$ cat src/rtl/countdown_timer.sv
// Loadable prescaled down-counter with one-shot and auto-reload modes.
// Provides expiry pulse, sticky expiry flag and stop/resume control.
module countdown_timer #(
    parameter int WIDTH          = 8,
    parameter int PRESCALE_WIDTH = 4
) (
`ifdef USE_POWER_PINS
    inout  wire                      vccd1,
    inout  wire                      vssd1,
`endif
    input  logic                      CLK,
    input  logic                      RESET,
    input  logic                      LOAD,
    input  logic [WIDTH-1:0]          VALUE,
    input  logic                      START,
    input  logic                      STOP,
    input  logic                      PERIODIC,
    input  logic [PRESCALE_WIDTH-1:0] PRESCALE,
    output logic [WIDTH-1:0]          C,
    output logic                      RUNNING,
    output logic                      EXPIRE,
    output logic                      EXPIRED
);

    typedef enum logic [1:0] {
        IDLE = 2'd0,
        RUN  = 2'd1,
        DONE = 2'd2
    } state_t;

    state_t                    state;
    logic [WIDTH-1:0]          reload;
    logic [PRESCALE_WIDTH-1:0] pcnt;
    logic                      tick;

    // >= so that lowering PRESCALE mid-period ticks at once
    assign tick = (pcnt >= PRESCALE);

    always_ff @(posedge CLK or posedge RESET) begin
        if (RESET) begin
            state   <= IDLE;
            C       <= '0;
            reload  <= '0;
            pcnt    <= '0;
            RUNNING <= 1'b0;
            EXPIRE  <= 1'b0;
            EXPIRED <= 1'b0;
        end else begin
            EXPIRE <= 1'b0;
            if (LOAD) begin
                C       <= VALUE;
                reload  <= VALUE;
                pcnt    <= '0;
                state   <= IDLE;
                RUNNING <= 1'b0;
                EXPIRED <= 1'b0;
            end else if (STOP) begin
                // count and prescale phase hold so START resumes mid-period
                if (state == RUN) begin
                    state   <= IDLE;
                    RUNNING <= 1'b0;
                end
            end else if (START && state != RUN) begin
                EXPIRED <= 1'b0;
                if (C != '0) begin
                    state   <= RUN;
                    RUNNING <= 1'b1;
                end else if (reload != '0) begin
                    C       <= reload;
                    pcnt    <= '0;
                    state   <= RUN;
                    RUNNING <= 1'b1;
                end else begin
                    EXPIRE  <= 1'b1;
                    EXPIRED <= 1'b1;
                    state   <= DONE;
                    RUNNING <= 1'b0;
                end
            end else if (state == RUN) begin
                if (tick) begin
                    pcnt <= '0;
                    if (C > WIDTH'(1)) begin
                        C <= C - WIDTH'(1);
                    end else begin
                        EXPIRE  <= 1'b1;
                        EXPIRED <= 1'b1;
                        if (PERIODIC && reload != '0) begin
                            C <= reload;
                        end else begin
                            C       <= '0;
                            state   <= DONE;
                            RUNNING <= 1'b0;
                        end
                    end
                end else begin
                    pcnt <= pcnt + PRESCALE_WIDTH'(1);
                end
            end
        end
    end

endmodule

$ cat config.mk
export PLATFORM = sky130hd
export DESIGN_NAME = countdown_timer
export DESIGN_NICKNAME = d
export VERILOG_FILES = /design/src/rtl/countdown_timer.sv
export SDC_FILE = /design/constraint.sdc
export NUM_CORES = 1
export LEC_CHECK = 0
export CORE_ASPECT_RATIO = 1.4
export CORE_MARGIN = 3
export CORE_UTILIZATION = 40
export DETAILED_ROUTE_END_ITERATION = 16
export PLACE_DENSITY_LB_ADDON = 0.3
export SLEW_MARGIN = 20
export SYNTH_ARGS = -nofsm -noshare
export SYNTH_HDL_FRONTEND = slang
export SYNTH_SLANG_ARGS = --single-unit
$ cat constraint.sdc
create_clock -name CLK -period 2.9 [get_ports CLK]
set_clock_uncertainty 0.15 [all_clocks]
set_input_delay 0.58 -clock CLK [delete_from_list [all_inputs] [get_ports CLK]]
set_output_delay 0.58 -clock CLK [all_outputs]
set_load 0.005 [all_outputs]
==> results.ini, run 1 <==
[placement]
io_buffers = 28
dp_hpwl_mm = 3.16
gp_congestion = 0.971
place_inst = 244

[yosys]
yosys_warnings = 0
ys_seq_area_share_pct = 37.2
avgSynthCellArea_sq_um = 9.49
synth_compound_area_share_pct = 22.5
synth_cell_types = 52
syn_area_sq_um = 1610
synth_top_family_by_area = compound AO/OA/AOI/OAI gates
synthXorXnorAreaFrac_pct = 1.09
postSynthCellCount = 170
yosys_register_bits = 24
synth-edff-count = 0
synthMuxAreaShare_pct = 7.53
synth_ff_type = dfrtp_1
synthArstFlopShare_pct = 100
syn-num-nets = 196
synthSimpleGateAreaFrac_pct = 20.2
synthAdderAreaFrac_pct = 6.21

[cts]
cts_setup_buffers = 0
cts.repair.resized = 0
clk_pin_slew_ns = 0.09
holdBufCountCts = 0
cts-root-buf = clkbuf_8
clkLatencyLatePin_ns = 0.27
cts_max_level = 1
clock_path_buffers = 2
clkSinkCount = 24
cts_buffers = 3
cts_tree = done

[route]
drt-pass1-iter-count = 4
drt-vias-per-instance = 5.90
drt_iter0_drc = 37
drc = 0
vias = 1464
wl_per_cell_um = 16.1
drtAntennaViolNets = 0
wl_mm = 3.99

[layout]
drive_gt1_share_pct = 15.5
n_antenna_cell = 0
layout.cells.non_filler = 248
syn2layout_area_growth_pct = 27.5
final_nets = 233
nFillCells = 344
fin_util_pct = 54.5

[global_route]
use_met1_pct = 21.1
gr-max-usage-layer = met2
antenna_found_initial = 0
grt_pass1_wl_mm = 6.91
grtUsageMet2_pct = 33.4
grt-ovfl-total = 0
grt_max_degree = 25
first_global_vias = 1546
grt_util_all_layers_pct = 18.5
grtUsageMet3_pct = 2.07

[sta]
holdWs_ns = 0.389
slew_headroom_pct = 63.8
setup_tns_ns = 0
finalCritPeriodShare_pct = 87.2
rsz0062_at_grt = false
drv_slew = 0
setup_viol = 0
tightest_slew_ns = 0.540
hold_violations = 0
period_minus_slack_ns = 2.53
fmax_ghz = 0.395

[setup_path]
path_max_fanout = 14
worst_setup_path_start_kind = register
crit_type = reg -> reg
cp-end-kind = register
cp.arrival_ns = 2.59
crit_required_ns = 2.96

[die]
initial_core_util_pct = 42.7
die_h_um = 81.1
io_pins = 29
die_x_um = 59.7
coreArea_sq_um = 3770
num_rows = 26
die-area_sq_um = 4840

[flow_run]
drv_cap = 0

[power]
p_leak_nw = 0.889
power_density_nw_per_um2 = 569
ir_drop_uv = 335
p_total_mw = 1.17

[outcome]
outcome = complete, no violations

[hold_path]
holdCritPathClass = reg -> reg

[flip-flops by register name, indices dropped and copies added (netlist names)]
register	count
reload	8
pcnt	4
EXPIRED	1
state	2
C	8
EXPIRE	1
[area by class of cell]
cell class              instances  area, sq um  area share, %
multi-input cells             127          928           45.1
repair buffers                 38          355           17.3
clock buffers                   3         41.3           2.01
inverters                      13         48.8           2.37
well taps                      42         52.6           2.55
clock inverters                 1         30.0           1.46
flip-flops and latches         24          601           29.2
[worst max-delay path, stage by stage (launching register included)]
cell     delay, ns
dfrtp_1       0.45
inv_1         0.12
ha_1          0.27
nor2_1        0.09
and3b_1       0.51
nor4b_2       0.50
a211o_1       0.22
mux2_2        0.16
[routing by layer]
layer | share of wire, % | vias to the layer above | wire length [um]
met5 | 0 | - | 0
met4 | 1.8 | 0 | 71
met3 | 4.7 | 7 | 186
met2 | 54 | 46 | 2150
met1 | 40 | 699 | 1580
li1 | - | 712 | -
[cells in the mapped netlist (5+ instances only)]
cell type  count  area [sq um]
nand2_1        7          26.3
o41ai_1        5          43.8
nor2_1        11          41.3
a21oi_1        9          45.0
nand3_1        6          30.0
o21ai_0        7          35.0
inv_1         13          48.8
mux2_2         9           101
dfrtp_1       24           601
nor3_1        11          55.1
ha_1           8           100
[layout by cell type (no fill, tap or decap), types with 3 or more instances in the layout]
cell	instances
dfrtp_1	24
clkbuf_8	3
nand2_1	7
nand3_1	6
a21o_1	3
mux2_2	9
buf_4	10
a21oi_1	9
a22o_1	3
nor2_1	11
o31ai_1	3
nor3_1	11
o21ai_0	7
a211oi_1	3
ha_1	8
o41ai_1	5
inv_1	13
clkdlybuf4s50_1	28
[cells by family after synthesis]
group	after synthesis
AND/OR/NAND/NOR	55
AO/OA/AOI/OAI	51
flip-flops	24
buffers and inverters	19
multiplexers	11
adder cells (fa/ha/maj)	8
XOR/XNOR	2
[report_power, final]
part	total [mW]	internal, mW	switching [mW]
Combinational	0.412	0.222	0.190
Clock	0.294	0.185	0.109
Sequential	0.466	0.385	0.0807
Total	1.17	0.792	0.380
[final timing paths]
| path | startpoint | endpoint | slack (ns) | cells after the start |
|---|---|---|---|---|
| worst max-delay path | C[0] | C[3] | 0.37 | 7 |
| worst min-delay path | reload[2] | reload[2] | 0.39 | 1 |
| worst max register to register | C[0] | C[3] | 0.37 | 7 |
| worst min register to register | reload[2] | reload[2] | 0.39 | 1 |
| max in group asynchronous | RESET | reload[5] | 1.85 | 3 |
| min in group asynchronous | RESET | C[7] | 0.51 | 3 |
[through the flow]
stage | setup WS [ns] | cell area [sq um]
after global routing | 0.122 | 2060
after floorplan | 0.560 | 1610
final | 0.372 | 2060
after detailed placement | 0.164 | 1990
after CTS | 0.372 | 2060
after global placement | 0.223 | 1990
Note: power is estimated with default switching activity, not from simulation.
==> run 2, diff against run 1 <==
Settings changed: CORE_UTILIZATION 40 to 52, SLEW_MARGIN 20 to not set.
==> run 2 against run 1 <==
Against the previous run:
- wire length shrank 4.2%
- setup slack lost 0.087 ns
- die area shrank 21%
- non-clock buffer count shrank 1
- total power shrank 6.2%
- hold slack lost 0.0093 ns
- critical path depth is the same
- via count grew 2.4%
- global-route usage grew 3.8 points
- sequential cell count is the same
- sequential power is essentially flat
- largest cell class unchanged
==> results.ini, run 2 (same netlist as run 1, synthesis figures left out) <==
[cts]
cts_buffers = 3  ; unchanged
cts-root-buf = clkbuf_8
clkLatencyLatePin_ns = 0.26  ; about the same
clk_pin_slew_ns = 0.08  ; about the same
cts_setup_buffers = 0  ; unchanged
cts_max_level = 1  ; unchanged
cts.repair.resized = 0  ; unchanged
clock_path_buffers = 2  ; unchanged
clkSinkCount = 24  ; unchanged
holdBufCountCts = 0  ; unchanged
cts_tree = done

[route]
drt_iter0_drc = 68  ; +84%
wl_mm = 3.82  ; -4.2%
vias = 1499  ; +2.4%
drt-vias-per-instance = 6.19  ; +4.9%
wl_per_cell_um = 15.8  ; -1.9%
drc = 0  ; unchanged
drt-pass1-iter-count = 4  ; unchanged
drtAntennaViolNets = 0  ; unchanged

[placement]
gp_congestion = 0.938  ; -3.4%
dp_hpwl_mm = 3.04  ; -3.9%
io_buffers = 28  ; unchanged

[flow_run]
drv_cap = 0  ; unchanged

[power]
intPower_uw = 727  ; -8.2%
p_total_mw = 1.10  ; -6.2%
power_frac_clock_pct = 20.3  ; -4.8 points
p_switching_uw = 372  ; -2.0%
combPwrFrac_pct = 37.5  ; +2.3 points
p_leak_nw = 0.877  ; -1.3%
switching_share_pct = 33.9  ; +1.4 points
p_seq_share_pct = 42.2  ; +2.4 points
ir_drop_uv = 340  ; +1.5%
power_density_nw_per_um2 = 542  ; -4.8%

[die]
die_h_um = 71.9  ; -11%
num_rows = 23  ; -12%
io_pins = 29  ; unchanged
die-area_sq_um = 3820  ; -21%
initial_core_util_pct = 55.5  ; +13 points
coreArea_sq_um = 2910  ; -23%
die_x_um = 53.1  ; -11%

[outcome]
outcome = complete, no violations

[setup_path]
cp.arrival_ns = 2.64  ; +0.05 ns
cp-end-kind = register
crit_type = reg -> reg
rrSetupSlack_ns = 0.28  ; -0.09 ns
worst_setup_path_start_kind = register
path_max_fanout = 14  ; unchanged
crit_required_ns = 2.92  ; -0.04 ns

[layout]
n_antenna_cell = 0  ; unchanged
final_cell_mix = clkdlybuf4s50_1, dfrtp_1, inv_1, nor2_1, nor3_1
nFillCells = 231  ; -33%
final_nets = 232  ; -0.43%
final_common_cell = clkdlybuf4s50_1
reg.largest.list = C x8, reload x8, pcnt x4
syn2layout_area_growth_pct = 25.7
drive_gt1_share_pct = 15.1  ; -0.41 points

[sta]
setup_viol = 0  ; unchanged
finalCritPeriodShare_pct = 90.2  ; +3.0 points
hold_violations = 0  ; unchanged
tightest_slew_ns = 0.709  ; +0.169 ns
rsz0062_at_grt = false
fmax_ghz = 0.382  ; -3.3%
period_minus_slack_ns = 2.62  ; +0.0874 ns
slew_headroom_pct = 52.5  ; -11 points
drv_slew = 0  ; unchanged
setup_tns_ns = 0  ; unchanged

[global_route]
grt_pass1_wl_mm = 6.52  ; -5.6%
grt_util_all_layers_pct = 22.3  ; +3.8 points
grt-ovfl-total = 0  ; unchanged
grt_max_degree = 25  ; unchanged
antenna_found_initial = 0  ; unchanged
first_global_vias = 1429  ; -7.6%

[hold_path]
holdCritPathClass = reg -> reg

## run 2: cell types whose count changed in the layout (fill, tap and decap cells not counted)
| cell | delta |
|---|---|
| bufinv_16 | -1 |
| clkbuf_8 | +1 |
| buf_4 | -1 |
## run 2: power groups by stage
stage          Combinational, mW  Clock [mW]  Sequential [mW]
5_1_grt                    0.453       0.239            0.471
4_1_cts                    0.412       0.231            0.462
3_3_place_gp               0.403           0            0.465
2_1_floorplan              0.240           0            0.455
3_5_place_dp               0.409           0            0.469
6_report                   0.412       0.223            0.463
## run 2: worst max-delay path, stage by stage (launching register included)
cell	delay, ns
dfrtp_1	0.45
inv_1	0.13
ha_1	0.30
nor2_1	0.10
and3b_1	0.53
nor4b_2	0.49
a21oi_1	0.16
o21ai_0	0.22
## run 2: layer usage
metal,GRT usage (%),wire [um],vias to the layer above,share of wire [%]
li1,-,-,714,-
met1,28.5,1580,731,41
met2,39.0,2030,49,53
met3,1.85,165,5,4.3
met4,7.67,46,0,1.2
met5,0,0,-,0
## run 2: path summary, 6_finish.rpt
kind                          from       to  cells after the start
setup / recovery              C[0]     C[2]                      7
hold / removal             EXPIRED  EXPIRED                      2
setup reg to reg              C[0]     C[2]                      7
hold reg to reg            EXPIRED  EXPIRED                      2
max in group asynchronous    RESET     C[0]                      3
min in group asynchronous    RESET   EXPIRE                      3
## run 2: area by class of cell
type                    instances  area (sq um)  area share (%)
well taps                      37          46.3            2.28
clock buffers                   4          55.1            2.72
multi-input cells             127           928            45.8
inverters                      13          48.8            2.41
flip-flops and latches         24           601            29.6
repair buffers                 37           348            17.2
## run 2: through the flow
step | std cells | worst slack (ns) | hold WS (ns) | cell area (sq um) | util (%)
after floorplan | 170 | 0.560 | 0.340 | 1610 | -
after global placement | 238 | 0.190 | 0.357 | 1970 | 67.8
after detailed placement | 238 | 0.166 | 0.362 | 1970 | 67.8
after CTS | 242 | 0.303 | 0.381 | 2030 | 69.7
after global routing | 242 | 0.0428 | 0.409 | 2030 | 69.7
final | 242 | 0.284 | 0.379 | 2030 | 69.7
